<file path="config.mk">
export PLATFORM = sky130hd
export DESIGN_NAME = code_change_register_flat
export DESIGN_NICKNAME = d
export VERILOG_FILES = /design/src/rtl/code_change_register_pkg.sv /design/src/rtl/code_change_register_if.sv /design/src/rtl/code_change_register_scrambler.sv /design/src/rtl/code_change_register.sv /design/src/flat_wrapper.sv
export SDC_FILE = /design/constraint.sdc
export NUM_CORES = 1
export LEC_CHECK = 0
export CAP_MARGIN = 20
export CORE_MARGIN = 3
export CORE_UTILIZATION = 50
export CTS_CLUSTER_DIAMETER = 30
export DETAILED_ROUTE_END_ITERATION = 16
export PLACE_DENSITY = 0.83
export SLEW_MARGIN = 20
export SYNTH_ARGS = -nofsm -noshare
export SYNTH_HDL_FRONTEND = slang
export SYNTH_SLANG_ARGS = --single-unit
</file>
<file path="constraint.sdc">
create_clock -name clk -period 2.15 [get_ports clk]
set_clock_uncertainty 0.2 [all_clocks]
set_input_delay 0.215 -clock clk [delete_from_list [all_inputs] [get_ports clk]]
set_output_delay 0.215 -clock clk [all_outputs]
set_load 0.03 [all_outputs]
</file>
<file path="src/rtl/code_change_register_pkg.sv">
// code_change_register_pkg: state encoding, default code/permutation and width helper
package code_change_register_pkg;
  typedef enum logic [1:0] {IDLE = 2'd0, ENTRY1 = 2'd1, ENTRY2 = 2'd2, COMMIT = 2'd3} state_t;
  localparam logic [15:0] DEF_CODE = 16'h9070;
  localparam logic [7:0] DEF_PERM = 8'b10_01_11_00;
  function automatic int code_w(int n, int w);
    return n * w;
  endfunction
endpackage

</file>
<file path="src/rtl/code_change_register_if.sv">
// code_change_register_if: lock-side control, digit entry and status signals of the code register
interface code_change_register_if
  import code_change_register_pkg::*;
#(
  parameter int DIGIT_W = 4,
  parameter int CODE_W = code_w(4, 4)
);
  logic unlocked;
  logic change_req;
  logic abort;
  logic digit_valid;
  logic [DIGIT_W-1:0] digit;
  logic digit_ready;
  logic busy;
  logic commit_done;
  logic mismatch;
  logic aborted;
  logic [CODE_W-1:0] code_out;
  modport master (
    output unlocked, change_req, abort, digit_valid, digit,
    input digit_ready, busy, commit_done, mismatch, aborted, code_out
  );
  modport slave (
    input unlocked, change_req, abort, digit_valid, digit,
    output digit_ready, busy, commit_done, mismatch, aborted, code_out
  );
endinterface

</file>
<file path="src/rtl/code_change_register_scrambler.sv">
// code_scrambler: combinational digit permutation, slot k takes the source digit named by PERM field k
module code_scrambler #(
  parameter int NUM_DIGITS = 4,
  parameter int DIGIT_W = 4,
  parameter logic [NUM_DIGITS*$clog2(NUM_DIGITS)-1:0] PERM = 8'b10_01_11_00
) (
  input  logic [NUM_DIGITS*DIGIT_W-1:0] code,
  output logic [NUM_DIGITS*DIGIT_W-1:0] scrambled
);
  localparam int SW = $clog2(NUM_DIGITS);
  for (genvar k = 0; k < NUM_DIGITS; k++) begin : g_slot
    localparam int SRC = int'(PERM[k*SW +: SW]);
    assign scrambled[k*DIGIT_W +: DIGIT_W] = code[SRC*DIGIT_W +: DIGIT_W];
  end
endmodule

</file>
<file path="src/rtl/code_change_register.sv">
// code_change_register: stored passcode with double-entry digit-serial change and scrambled output.
// Optional entry inactivity timeout enabled by CODE_ENTRY_TIMEOUT_EN.
module code_change_register
  import code_change_register_pkg::*;
#(
  parameter int NUM_DIGITS = 4,
  parameter int DIGIT_W = 4,
  parameter int RADIX = 10,
  parameter logic [code_w(NUM_DIGITS, DIGIT_W)-1:0] DEFAULT_CODE = DEF_CODE,
  parameter logic [NUM_DIGITS*$clog2(NUM_DIGITS)-1:0] PERM = DEF_PERM,
  parameter int TIMEOUT_CYCLES = 1000
) (
  input logic clk,
  input logic rst_n,
  code_change_register_if.slave bus
);
  localparam int CW = code_w(NUM_DIGITS, DIGIT_W);
  localparam int SW = $clog2(NUM_DIGITS);
  localparam logic [SW-1:0] LAST = SW'(NUM_DIGITS - 1);
  localparam logic [DIGIT_W:0] RAD = (DIGIT_W + 1)'(RADIX);
  state_t state, next;
  logic [CW-1:0] stored, buf_a, buf_b;
  logic [SW-1:0] cnt, slot;
  logic entry, timeout, cancel, accept, done, match;
  assign entry = state == ENTRY1 || state == ENTRY2;
  assign cancel = entry && (bus.abort || !bus.unlocked || timeout);
  assign accept = entry && !cancel && bus.digit_valid && ({1'b0, bus.digit} < RAD);
  assign done = accept && cnt == LAST;
  assign match = buf_a == buf_b;
  assign slot = LAST - cnt;
  always_comb begin
    next = state;
    bus.digit_ready = entry;
    bus.busy = state != IDLE;
    bus.commit_done = state == COMMIT && match;
    bus.mismatch = state == COMMIT && !match;
    bus.aborted = cancel;
    case (state)
      IDLE:    next = (bus.change_req && bus.unlocked) ? ENTRY1 : IDLE;
      ENTRY1:  next = cancel ? IDLE : done ? ENTRY2 : ENTRY1;
      ENTRY2:  next = cancel ? IDLE : done ? COMMIT : ENTRY2;
      default: next = IDLE;
    endcase
  end
  always_ff @(posedge clk or negedge rst_n)
    if (!rst_n) state <= IDLE;
    else state <= next;
  // first accepted digit lands in the most significant slot
  always_ff @(posedge clk or negedge rst_n)
    if (!rst_n) begin
      stored <= DEFAULT_CODE;
      cnt <= '0;
      buf_a <= '0;
      buf_b <= '0;
    end else begin
      if (state == COMMIT && match) stored <= buf_a;
      if (accept && state == ENTRY1) buf_a[slot*DIGIT_W +: DIGIT_W] <= bus.digit;
      if (accept && state == ENTRY2) buf_b[slot*DIGIT_W +: DIGIT_W] <= bus.digit;
      cnt <= (state != next) ? '0 : accept ? cnt + 1'b1 : cnt;
      if (next == IDLE) begin
        buf_a <= '0;
        buf_b <= '0;
      end
    end
`ifdef CODE_ENTRY_TIMEOUT_EN
  localparam int TW = $clog2(TIMEOUT_CYCLES + 1);
  logic [TW-1:0] idle_cnt;
  always_ff @(posedge clk or negedge rst_n)
    if (!rst_n) idle_cnt <= '0;
    else idle_cnt <= (!entry || accept || state != next) ? '0 : idle_cnt + 1'b1;
  assign timeout = entry && idle_cnt == TW'(TIMEOUT_CYCLES - 1);
`else
  logic unused_timeout;
  assign unused_timeout = |TIMEOUT_CYCLES;
  assign timeout = 1'b0;
`endif
  code_scrambler #(
    .NUM_DIGITS(NUM_DIGITS),
    .DIGIT_W(DIGIT_W),
    .PERM(PERM)
  ) u_scrambler (
    .code(stored),
    .scrambled(bus.code_out)
  );
endmodule

</file>
<file path="src/flat_wrapper.sv">
// flat-port wrapper written by rule: the top's interface ports become plain ports
module code_change_register_flat import code_change_register_pkg::*;
#(
  parameter int NUM_DIGITS = 4,
  parameter int DIGIT_W = 4,
  parameter int RADIX = 10,
  parameter logic [code_w(NUM_DIGITS, DIGIT_W)-1:0] DEFAULT_CODE = DEF_CODE,
  parameter logic [NUM_DIGITS*$clog2(NUM_DIGITS)-1:0] PERM = DEF_PERM,
  parameter int TIMEOUT_CYCLES = 1000
)
  (clk, rst_n, bus_unlocked, bus_change_req, bus_abort, bus_digit_valid, bus_digit, bus_digit_ready, bus_busy, bus_commit_done, bus_mismatch, bus_aborted, bus_code_out);
  code_change_register_if #(.DIGIT_W(DIGIT_W), .CODE_W((4) * (4))) bus_i ();
  input logic clk;
  input logic rst_n;
  input wire logic [$bits(bus_i.unlocked)-1:0] bus_unlocked;
  input wire logic [$bits(bus_i.change_req)-1:0] bus_change_req;
  input wire logic [$bits(bus_i.abort)-1:0] bus_abort;
  input wire logic [$bits(bus_i.digit_valid)-1:0] bus_digit_valid;
  input wire logic [$bits(bus_i.digit)-1:0] bus_digit;
  output wire logic [$bits(bus_i.digit_ready)-1:0] bus_digit_ready;
  output wire logic [$bits(bus_i.busy)-1:0] bus_busy;
  output wire logic [$bits(bus_i.commit_done)-1:0] bus_commit_done;
  output wire logic [$bits(bus_i.mismatch)-1:0] bus_mismatch;
  output wire logic [$bits(bus_i.aborted)-1:0] bus_aborted;
  output wire logic [$bits(bus_i.code_out)-1:0] bus_code_out;
  assign bus_i.unlocked = bus_unlocked;
  assign bus_i.change_req = bus_change_req;
  assign bus_i.abort = bus_abort;
  assign bus_i.digit_valid = bus_digit_valid;
  assign bus_i.digit = bus_digit;
  assign bus_digit_ready = bus_i.digit_ready;
  assign bus_busy = bus_i.busy;
  assign bus_commit_done = bus_i.commit_done;
  assign bus_mismatch = bus_i.mismatch;
  assign bus_aborted = bus_i.aborted;
  assign bus_code_out = bus_i.code_out;
  code_change_register #(.NUM_DIGITS(NUM_DIGITS), .DIGIT_W(DIGIT_W), .RADIX(RADIX), .DEFAULT_CODE(DEFAULT_CODE), .PERM(PERM), .TIMEOUT_CYCLES(TIMEOUT_CYCLES)) u_core (.clk(clk), .rst_n(rst_n), .bus(bus_i));
endmodule
</file>
==> out/metrics.yaml, run 1 <==
cts:
  htreeDepth: 2
  cts_tree: "built"
  cts.clk_slew.worst_paths_ns: 0.09
  clock_sinks: 52
  cts_buffers: 5
  clk_path_buf_depth: 2
  clkLatencyLatePin_ns: 0.31
  root_buffer: "clkbuf_8"
global_routing:
  grt_pass1_vias: 2160
  grt.met3_usage: 0.0344
  track_usage: 0.218
  busiest_layer: "met2"
  grtUsageMet2: 0.358
  grt_use_met1: 0.285
  grt_pass1_wl_mm: 10.4
  grt_overflow_total: 0
  antenna_found_initial: 0
  grt_max_degree: 28
power:
  clockPowerShare: 0.293
  totalPowerFinal_mw: 2.30
  power.density_nw_per_um2: 639
  ir_worst_vdd_mv: 0.602
  leakage_nw: 1.68
  comb_power_share: 0.273
  p_sw_frac: 0.302
  p_seq_frac: 0.434
  intPower_mw: 1.60
  p_switching_uw: 695
sta:
  fmax_mhz: 444
  finalCriticalPeriod_ns: 2.25
  hold_violations: 0
  rsz0062_at_grt: "true"
  worst_pin_slew_ns: 0.608
  setup_viol: 13
  drv_slew: 0
  final.setup.worst_slack_ns: -0.104
  finalCritPeriodShare: 1.05
  slew_headroom: 0.595
detailed_routing:
  drtIter0Drc: 129
  avgRoutedWirePerCell_um: 15.7
  first_pass_iters: 4
  drc: 0
  viasPerCell: 5.41
  final_antenna_net_count: 0
  finalWirelength_mm: 6.29
  num_vias: 2162
synth:
  synthCells: 253
  yosys_warnings: 0
  netlist_area_um2: 2640
  synth_top_area_cell: "dfrtp_1"
  avgSynthCellArea_um2: 10.4
  synth_area_leaders: "dfrtp_1 (45%), mux2_2 (6.8%), xnor2_1 (5.6%)"
  ys_types: 37
  ys_ff_latch: 52
  ys_seq_area_frac: 0.496
  synth_nets: 272
  synth_top_area_share: 0.446
layout:
  fillers: 351
  drive_above_1_share: 0.306
  n_antenna_cell: 0
  final_nets: 351
  stdcell_count: 400
  syn_to_final_growth_pct: 36.5
placement:
  place.detailed.hpwl_mm: 4.46
  io_buffers: 30
  place.gp.congestion: 0.837
  placed_cells: 387
run_status:
  status: "complete, but fails checks"
  failed_checks: "setup timing"
worst_setup_path:
  r2r-end: "u_core.cnt[0]$_DFFE_PN0P_"
  r2r_setup_slack_ns: -0.03
  crit_arrival_ns: 1.84
  reg2regPathDepth: 7
  start_kind: "register"
  required_ns: 1.74
  cp-end-kind: "output port"
  worstPathMaxFanout: 2
  r2r-start: "u_core.state[1]$_DFF_PN0_"
  path_class: "register to output port"
die:
  start_util: 0.537
  core-area_um2: 4910
  die_w_um: 78.6
  die_h_um: 78.6
  dieArea_um2: 6180
  rows: 25
  pin_count: 31
min_path:
  hp-class: "primary input to async pin"
run:
  drv_cap: 0
power by group through the flow:
| stage | Combinational (mW) | Sequential, mW | Clock, mW |
|---|---|---|---|
| after floorplan | 0.335 | 1.02 | 0 |
| after global placement | 0.567 | 1.02 | 0 |
| after detailed placement | 0.571 | 1.02 | 0 |
| after CTS | 0.590 | 0.997 | 0.693 |
| after global routing | 0.682 | 0.998 | 0.737 |
| final | 0.628 | 0.998 | 0.674 |
registers in the layout, indices dropped and copies added (netlist names):
signal,count
u_core.buf_a,16
u_core.buf_b,16
u_core.stored,16
u_core.cnt,2
u_core.state,2
logic make-up (layout without fill, tap and decap cells):
family | count (synthesis) | after routing | share of synthesized area
compound gates | 34 | 34 | 0.0826
xor+xnor | 17 | 17 | 0.0565
fa+ha+maj | 9 | 9 | 0.0427
buf+inv | 13 | 93 | 0.0237
flops | 52 | 52 | 0.496
mux | 24 | 24 | 0.0987
simple gates | 104 | 104 | 0.200
cell type report:
type                    count  area, um^2  share of cell area
clock buffers               6        72.6              0.0202
clock inverters             2        38.8              0.0108
inverters                   6        27.5             0.00765
multi-input cells         188        1370               0.380
flip-flops and latches     52        1310               0.363
well taps                  67        83.8              0.0233
repair buffers             79         702               0.195
critical path, cell delays in order, from the launching register on:
cell	delay, ns
dfrtp_1	0.42
xnor2_2	0.17
nand4_1	0.14
nor4_2	0.32
buf_4	0.17
nand2_4	0.05
buf_12	0.12
clkinv_4	0.03
buf_6	0.11
per-layer routing:
metal / vias to the layer above / routed length [um]
li1: 1041 / -
met1: 1051 / 2810
met2: 54 / 3070
met3: 16 / 201
met4: 0 / 216
met5: - / 0
how the worst max path moves through the flow:
stage	slack [ns]	to	start	depth (start not counted)
floorplan	-0.008	u_core.cnt[0]$_DFFE_PN0P_	u_core.state[1]$_DFF_PN0_	8
global placement	-0.12	bus_mismatch	u_core.buf_b[11]$_DFFE_PN0P_	5
detailed placement	-0.14	bus_mismatch	u_core.buf_b[11]$_DFFE_PN0P_	5
CTS	-0.14	bus_commit_done	u_core.buf_a[8]$_DFFE_PN0P_	8
global route	-0.20	bus_commit_done	u_core.buf_a[12]$_DFFE_PN0P_	8
finish	-0.10	bus_commit_done	u_core.buf_a[11]$_DFFE_PN0P_	8
synth_stat cells (all sizes together):
| cell type | instances |
|---|---|
| a21oi | 18 |
| buf | 6 |
| and2 | 6 |
| a21boi | 2 |
| and4 | 1 |
| a31o | 1 |
| mux2i | 8 |
| a221oi | 1 |
| nor2b | 4 |
| nand3 | 8 |
| o21ai | 1 |
| a31oi | 1 |
| o21a | 1 |
| clkbuf | 1 |
| dfstp | 5 |
| xnor2 | 17 |
| and3b | 1 |
| mux2 | 16 |
| nand2b | 5 |
| a21bo | 1 |
| or3 | 4 |
| and3 | 3 |
| nor3 | 8 |
| nand2 | 17 |
| and4b | 2 |
| dfrtp | 47 |
| nor4 | 2 |
| nand4 | 8 |
| nor2 | 34 |
| ha | 9 |
| a22oi | 8 |
| inv | 6 |
| and2b | 1 |
metrics by stage:
step / setup WS (ns) / cell area, um^2 / utilization / setup TNS (ns) / hold slack [ns]
after global placement: -0.119 / 3350 / 0.682 / -1.11 / 0.0468
after CTS: -0.141 / 3540 / 0.721 / -0.535 / 0.256
after detailed placement: -0.142 / 3350 / 0.682 / -2.62 / 0.0484
after floorplan: -0.00836 / 2660 / - / -0.151 / -0.281
final: -0.104 / 3600 / 0.733 / -0.383 / 0.244
after global routing: -0.198 / 3600 / 0.733 / -2.89 / 0.305
layout by cell type, fill, tap and decap left out, types with 2 or more instances in the layout:
cell type,instances
dfrtp_1,47
buf_4,44
nor2_1,33
clkdlybuf4s50_1,25
a21oi_1,18
nand2_1,15
mux2_2,15
xnor2_1,11
nand4_1,8
mux2i_1,8
a22oi_1,8
nor3_1,8
ha_1,8
nand3_1,7
xnor2_2,6
nand2b_1,5
and2_1,5
clkbuf_8,5
dfstp_2,5
inv_1,4
nor2b_1,4
or3_1,4
buf_6,3
and4b_1,2
dlygate4sd2_1,2
buf_12,2
what timing repair did:
item                                   in CTS  in global routing
hold buffers                                1                  0
setup endpoints to repair                  38                 52
pin swaps                                  11                  4
setup buffers                               4                  2
endpoints found under the hold margin      20                  0
gates resized for setup                    20                 13
(Power assumes the default switching activity.)
==> inputs of run 2 (changes only) <==
Settings changed: CORE_UTILIZATION 50 to 55, PLACE_DENSITY 0.83 to 0.87.
Clock period 2.15 ns to 2.6 ns, I/O delays scaled along.
==> run 2 against run 1 <==
  * The run now ends clean
  * Sequential share of layout area increased by 4.7 points
  * Cell area decreased by 11%
  * Utilization decreased by 2.6 points
  * Worst hold slack improved by 0.032 ns
  * Die area decreased by 8.4%
  * Combinational power decreased by 33%
  * Final cell count decreased by 13%
  * Routed wire length decreased by 8.6%
  * Register-to-register slack improved by 0.25 ns
  * Non-clock buffer count decreased by 38
  * Critical path depth decreased by 1
  * Via count decreased by 6.7%
  * Largest power group unchanged
  * Highest routed layer unchanged
==> out/metrics.yaml, run 2 (synthesis results as in run 1) <==
detailed_routing:
  avgRoutedWirePerCell_um: 16.6  # +5.3%
  viasPerCell: 5.81  # +7.5%
  drtIter0Drc: 210  # +63%
  final_antenna_net_count: 0  # unchanged
  drc: 0  # unchanged
  finalWirelength_mm: 5.75  # -8.6%
  num_vias: 2017  # -6.7%
  first_pass_iters: 4  # unchanged
sta:
  setup_viol: 0  # -13
  final.setup.worst_slack_ns: 0.0750  # +0.179 ns
  finalCriticalPeriod_ns: 2.52
  fmax_mhz: 396
  slew_headroom: 0.602  # +0.00707
  finalCritPeriodShare: 0.971
  worst_pin_slew_ns: 0.597  # -0.0106 ns
  hold_violations: 0  # unchanged
  drv_slew: 0  # unchanged
  holdWs_ns: 0.277  # +0.0324 ns
  fin_setup_tns_ns: 0  # +0.383 ns
power:
  totalPowerFinal_mw: 1.74  # -24%
  ir_worst_vdd_mv: 0.422  # -30%
  power.density_nw_per_um2: 545  # -15%
  leakage_nw: 1.45  # -13%
cts:
  root_buffer: "clkbuf_8"
  clkLatencyLatePin_ns: 0.31  # about the same
  htreeDepth: 2  # unchanged
  cts.clk_slew.worst_paths_ns: 0.09  # about the same
  clock_sinks: 52  # unchanged
  cts_tree: "built"
  cts_buffers: 5  # unchanged
  clk_path_buf_depth: 2  # unchanged
worst_setup_path:
  worstPathMaxFanout: 17  # +15
  required_ns: 2.14  # +0.40 ns
  start_kind: "register"
  r2r_setup_slack_ns: 0.22  # +0.25 ns
  crit_arrival_ns: 2.06  # +0.22 ns
  cp-end-kind: "output port"
  path_class: "register to output port"
layout:
  utilization: 0.707  # -0.0255
  seqCellArea_um2: 1310  # unchanged
  n_antenna_cell: 0  # unchanged
  drive_above_1_share: 0.176  # -0.130
  syn_to_final_growth_pct: 20.8
  final_nets: 313  # -11%
  design_area_um2: 3190  # -11%
  multi_input_area_um2: 1310  # -4.0%
  fillers: 348  # -0.85%
  stdcell_count: 347  # -13%
  final_cell_mix: "dfrtp_1 (47), nor2_1 (34), clkdlybuf4s50_1 (27)"
  reg_top3: "u_core.buf_a: 16 flops, u_core.buf_b: 16 flops, u_core.stored: 16 flops"
  layout_commonest_cell: "dfrtp_1"
placement:
  io_buffers: 30  # unchanged
  place.detailed.hpwl_mm: 4.06  # -8.9%
  pre_cts_ws_ns: 0.144  # +0.286 ns
  placed_cell_area_um2: 3030  # -9.4%
  placed_cells: 337  # -13%
  place.gp.congestion: 0.890  # +6.3%
global_routing:
  busiest_layer: "met2"
  grt_max_degree: 30  # +7.1%
  grt_pass1_vias: 1937  # -10%
  grt_use_met1: 0.311  # +0.0253
  track_usage: 0.226  # +0.00782
  grt.met3_usage: 0.0454  # +0.0110
  grt_pass1_wl_mm: 9.60  # -7.4%
  grt_overflow_total: 0  # unchanged
  grtUsageMet2: 0.361  # +0.00250
  antenna_found_initial: 0  # unchanged
die:
  die_h_um: 75.2  # -4.3%
  start_util: 0.585  # +0.0485
  die_w_um: 75.2  # -4.3%
  dieArea_um2: 5660  # -8.4%
  rows: 24  # -4.0%
  pin_count: 31  # unchanged
  core-area_um2: 4500  # -8.3%
min_path:
  hp-class: "primary input to async pin"
run_status:
  status: "completed"
run:
  drv_cap: 0  # unchanged
==> run 2: where the power goes <==
part / internal (mW) / switching (mW)
registers: 0.819 / 0.0112
clock network: 0.217 / 0.267
logic: 0.151 / 0.272
total: 1.19 / 0.550
==> run 2: repair_timing <==
item                       4_1_cts  5_1_grt
pin swaps                        0        2
hold endpoints to repair        23        0
setup endpoints to repair        2       30
hold buffers                     1        0
gates resized for setup          2        9
buffers inserted                 0        1
==> run 2: critical path: stages (launching register included) <==
cell	delay, ns
dfrtp_1	0.42
xnor2_1	0.24
nand4_1	0.22
nor4_4	0.33
buf_4	0.19
nand2_8	0.12
inv_1	0.09
buf_4	0.15
==> run 2: area by class of cell <==
type | instances | share of cell area
clock buffers | 7 | 0.0271
clock inverters | 1 | 0.00236
inverters | 6 | 0.00707
multi-input cells | 188 | 0.412
flip-flops and latches | 52 | 0.410
well taps | 52 | 0.0204
repair buffers | 41 | 0.121
==> run 2: path summary, 6_finish.rpt <==
| kind | startpoint | end | depth (start not counted) |
|---|---|---|---|
| max | u_core.buf_a[8]$_DFFE_PN0P_ | bus_commit_done | 7 |
| min | rst_n | u_core.buf_a[3]$_DFFE_PN0P_ | 2 |
| max reg2reg | u_core.state[0]$_DFF_PN0_ | u_core.buf_b[4]$_DFFE_PN0P_ | 8 |
| min reg2reg | u_core.stored[0]$_DFFE_PN0P_ | u_core.stored[0]$_DFFE_PN0P_ | 1 |
| max in group asynchronous | rst_n | u_core.stored[15]$_DFFE_PN1P_ | 3 |
| min in group clk | u_core.stored[0]$_DFFE_PN0P_ | u_core.stored[0]$_DFFE_PN0P_ | 1 |
==> run 2: metal layers <==
layer  vias to the layer above  part of all wire
met1                       986              0.44
met2                        58              0.50
met3                         9             0.049
met5                         -                 0
met4                         0             0.014
li1                        964                 -
==> inputs of run 3 (changes only) <==
Settings changed: SKIP_LAST_GASP set to 1.
==> run 3 against run 2 <==
  * Clock power about the same
  * Non-clock buffer count unchanged
  * Critical path depth unchanged
  * Total power about the same
  * Final cell count unchanged
  * Via count unchanged
  * Die area unchanged
  * Global-route usage unchanged
  * Sequential power about the same
  * Fmax unchanged
  * First-iteration DRC count unchanged
  * Largest cell class unchanged
  * Largest power group unchanged
==> out/metrics.yaml, run 3 (synthesis results as in run 1) <==
run_status:
  status: "completed"
global_routing:
  grt_pass1_wl_mm: 9.60  # unchanged
  track_usage: 0.226  # unchanged
  grt.met3_usage: 0.0454  # unchanged
  grt_overflow_total: 0  # unchanged
  grt_pass1_vias: 1937  # unchanged
  grt_use_met1: 0.311  # unchanged
  grtUsageMet2: 0.361  # unchanged
  busiest_layer: "met2"
  grt_max_degree: 30  # unchanged
  antenna_found_initial: 0  # unchanged
detailed_routing:
  num_vias: 2017  # unchanged
  avgRoutedWirePerCell_um: 16.6  # unchanged
  viasPerCell: 5.81  # unchanged
  finalWirelength_mm: 5.75  # unchanged
  final_antenna_net_count: 0  # unchanged
  drtIter0Drc: 210  # unchanged
  drc: 0  # unchanged
  first_pass_iters: 4  # unchanged
die:
  start_util: 0.585  # unchanged
  core-area_um2: 4500  # unchanged
  pin_count: 31  # unchanged
  die_h_um: 75.2  # unchanged
  rows: 24  # unchanged
  dieArea_um2: 5660  # unchanged
  die_w_um: 75.2  # unchanged
worst_setup_path:
  path_class: "register to output port"
  crit_top_cell: "buf_4"
  r2r_setup_slack_ns: 0.16  # -0.06 ns
  cpPeakStageDelay_ns: 0.42  # about the same
  critPathTopFamily: "simple AND/OR/NAND/NOR gates"
  required_ns: 2.14  # about the same
  start_kind: "register"
  worstPathMaxFanout: 17  # unchanged
  crit_arrival_ns: 2.06  # about the same
  worst-path-buf-inv: 3  # unchanged
  crit_slowest_cell: "dfrtp_1"
  crit_chain: "xnor2_1 -> nand4_1 -> nor4_4 -> buf_4 -> nand2_8 -> inv_1 -> buf_4"
  cp-end-kind: "output port"
layout:
  final_nets: 313  # unchanged
  reg_top3: "u_core.buf_a: 16 flops, u_core.buf_b: 16 flops, u_core.stored: 16 flops"
  drive_above_1_share: 0.173  # -0.00339
  utilization: 0.707  # about the same
  syn_to_final_growth_pct: 20.8  # about the same
  final_cell_mix: "dfrtp_1 (47), nor2_1 (34), clkdlybuf4s50_1 (27)"
  layout_commonest_cell: "dfrtp_1"
  n_antenna_cell: 0  # unchanged
  design_area_um2: 3180  # about the same
cts:
  cts_tree: "built"
  clk_path_buf_depth: 2  # unchanged
  root_buffer: "clkbuf_8"
  cts.clk_slew.worst_paths_ns: 0.09  # about the same
  clkLatencyLatePin_ns: 0.31  # about the same
  clock_sinks: 52  # unchanged
  htreeDepth: 2  # unchanged
  cts_buffers: 5  # unchanged
sta:
  finalCriticalPeriod_ns: 2.52  # unchanged
  slew_headroom: 0.602  # unchanged
  drv_slew: 0  # unchanged
  rsz0062_at_grt: "true"
  worst_pin_slew_ns: 0.597  # unchanged
  setup_viol: 0  # unchanged
  hold_violations: 0  # unchanged
  fmax_mhz: 396  # unchanged
  holdWs_ns: 0.277  # unchanged
  fin_setup_tns_ns: 0  # unchanged
  finalCritPeriodShare: 0.971  # unchanged
power:
  clockPowerShare: 0.279  # about the same
  intPower_mw: 1.19  # about the same
  ir_worst_vdd_mv: 0.422  # about the same
  power.density_nw_per_um2: 545  # about the same
  p_switching_uw: 550  # about the same
  comb_power_share: 0.243  # about the same
  p_seq_frac: 0.478  # about the same
  leakage_nw: 1.45  # about the same
  p_sw_frac: 0.317  # about the same
placement:
  placed_cell_area_um2: 3030  # unchanged
  io_buffers: 30  # unchanged
  place.gp.congestion: 0.890  # unchanged
  place.detailed.hpwl_mm: 4.06  # unchanged
min_path:
  hp-class: "primary input to async pin"
run:
  drv_cap: 0  # unchanged
[run 3: cell counts in the layout (fill, tap and decap cells not counted)]
No cell type changed its count.
[run 3: path summary, 6_finish.rpt]
check	cells past startpoint	from	to
worst max-delay path	7	u_core.buf_a[8]$_DFFE_PN0P_	bus_commit_done
worst min-delay path	2	rst_n	u_core.buf_a[3]$_DFFE_PN0P_
worst max register to register	7	u_core.state[0]$_DFF_PN0_	u_core.buf_b[1]$_DFFE_PN0P_
worst min register to register	1	u_core.stored[0]$_DFFE_PN0P_	u_core.stored[0]$_DFFE_PN0P_
max in group asynchronous	3	rst_n	u_core.stored[15]$_DFFE_PN1P_
min in group clk	1	u_core.stored[0]$_DFFE_PN0P_	u_core.stored[0]$_DFFE_PN0P_
[run 3: repair_timing]
action                                  CTS  global route
endpoints found under the setup margin    2            30
hold buffers                              1             0
setup buffers                             0             1
hold endpoints to repair                 23             0
resized for setup                         2             8
pin swaps                                 0             2
[run 3: final cells by class]
class / instances / area [um^2]
fillers: 349 / 1320
well taps: 52 / 65.1
flip-flops and latches: 52 / 1310
repair buffers: 41 / 385
clock inverters: 1 / 7.51
multi-input cells: 188 / 1310
clock buffers: 7 / 86.3
inverters: 6 / 22.5
[run 3: per-stage QoR]
stage	std cells	setup WS [ns]	total power, mW
floorplan	253	0.233	1.11
global placement	337	0.186	1.25
detailed placement	337	0.144	1.25
CTS	346	0.00445	1.74
global route	347	-0.0160	1.82
finish	347	0.0750	1.74
[run 3: metal layers]
layer / wire, um / share of wire
met5: 0 / 0
met4: 83 / 0.014
met3: 283 / 0.049
met2: 2850 / 0.50
met1: 2530 / 0.44
[run 3: power by group through the flow]
stage | Sequential, mW | Clock [mW] | Combinational [mW]
finish | 0.830 | 0.484 | 0.422
floorplan | 0.846 | 0 | 0.259
global placement | 0.845 | 0 | 0.400
detailed placement | 0.846 | 0 | 0.409
CTS | 0.830 | 0.496 | 0.415
global route | 0.831 | 0.532 | 0.457
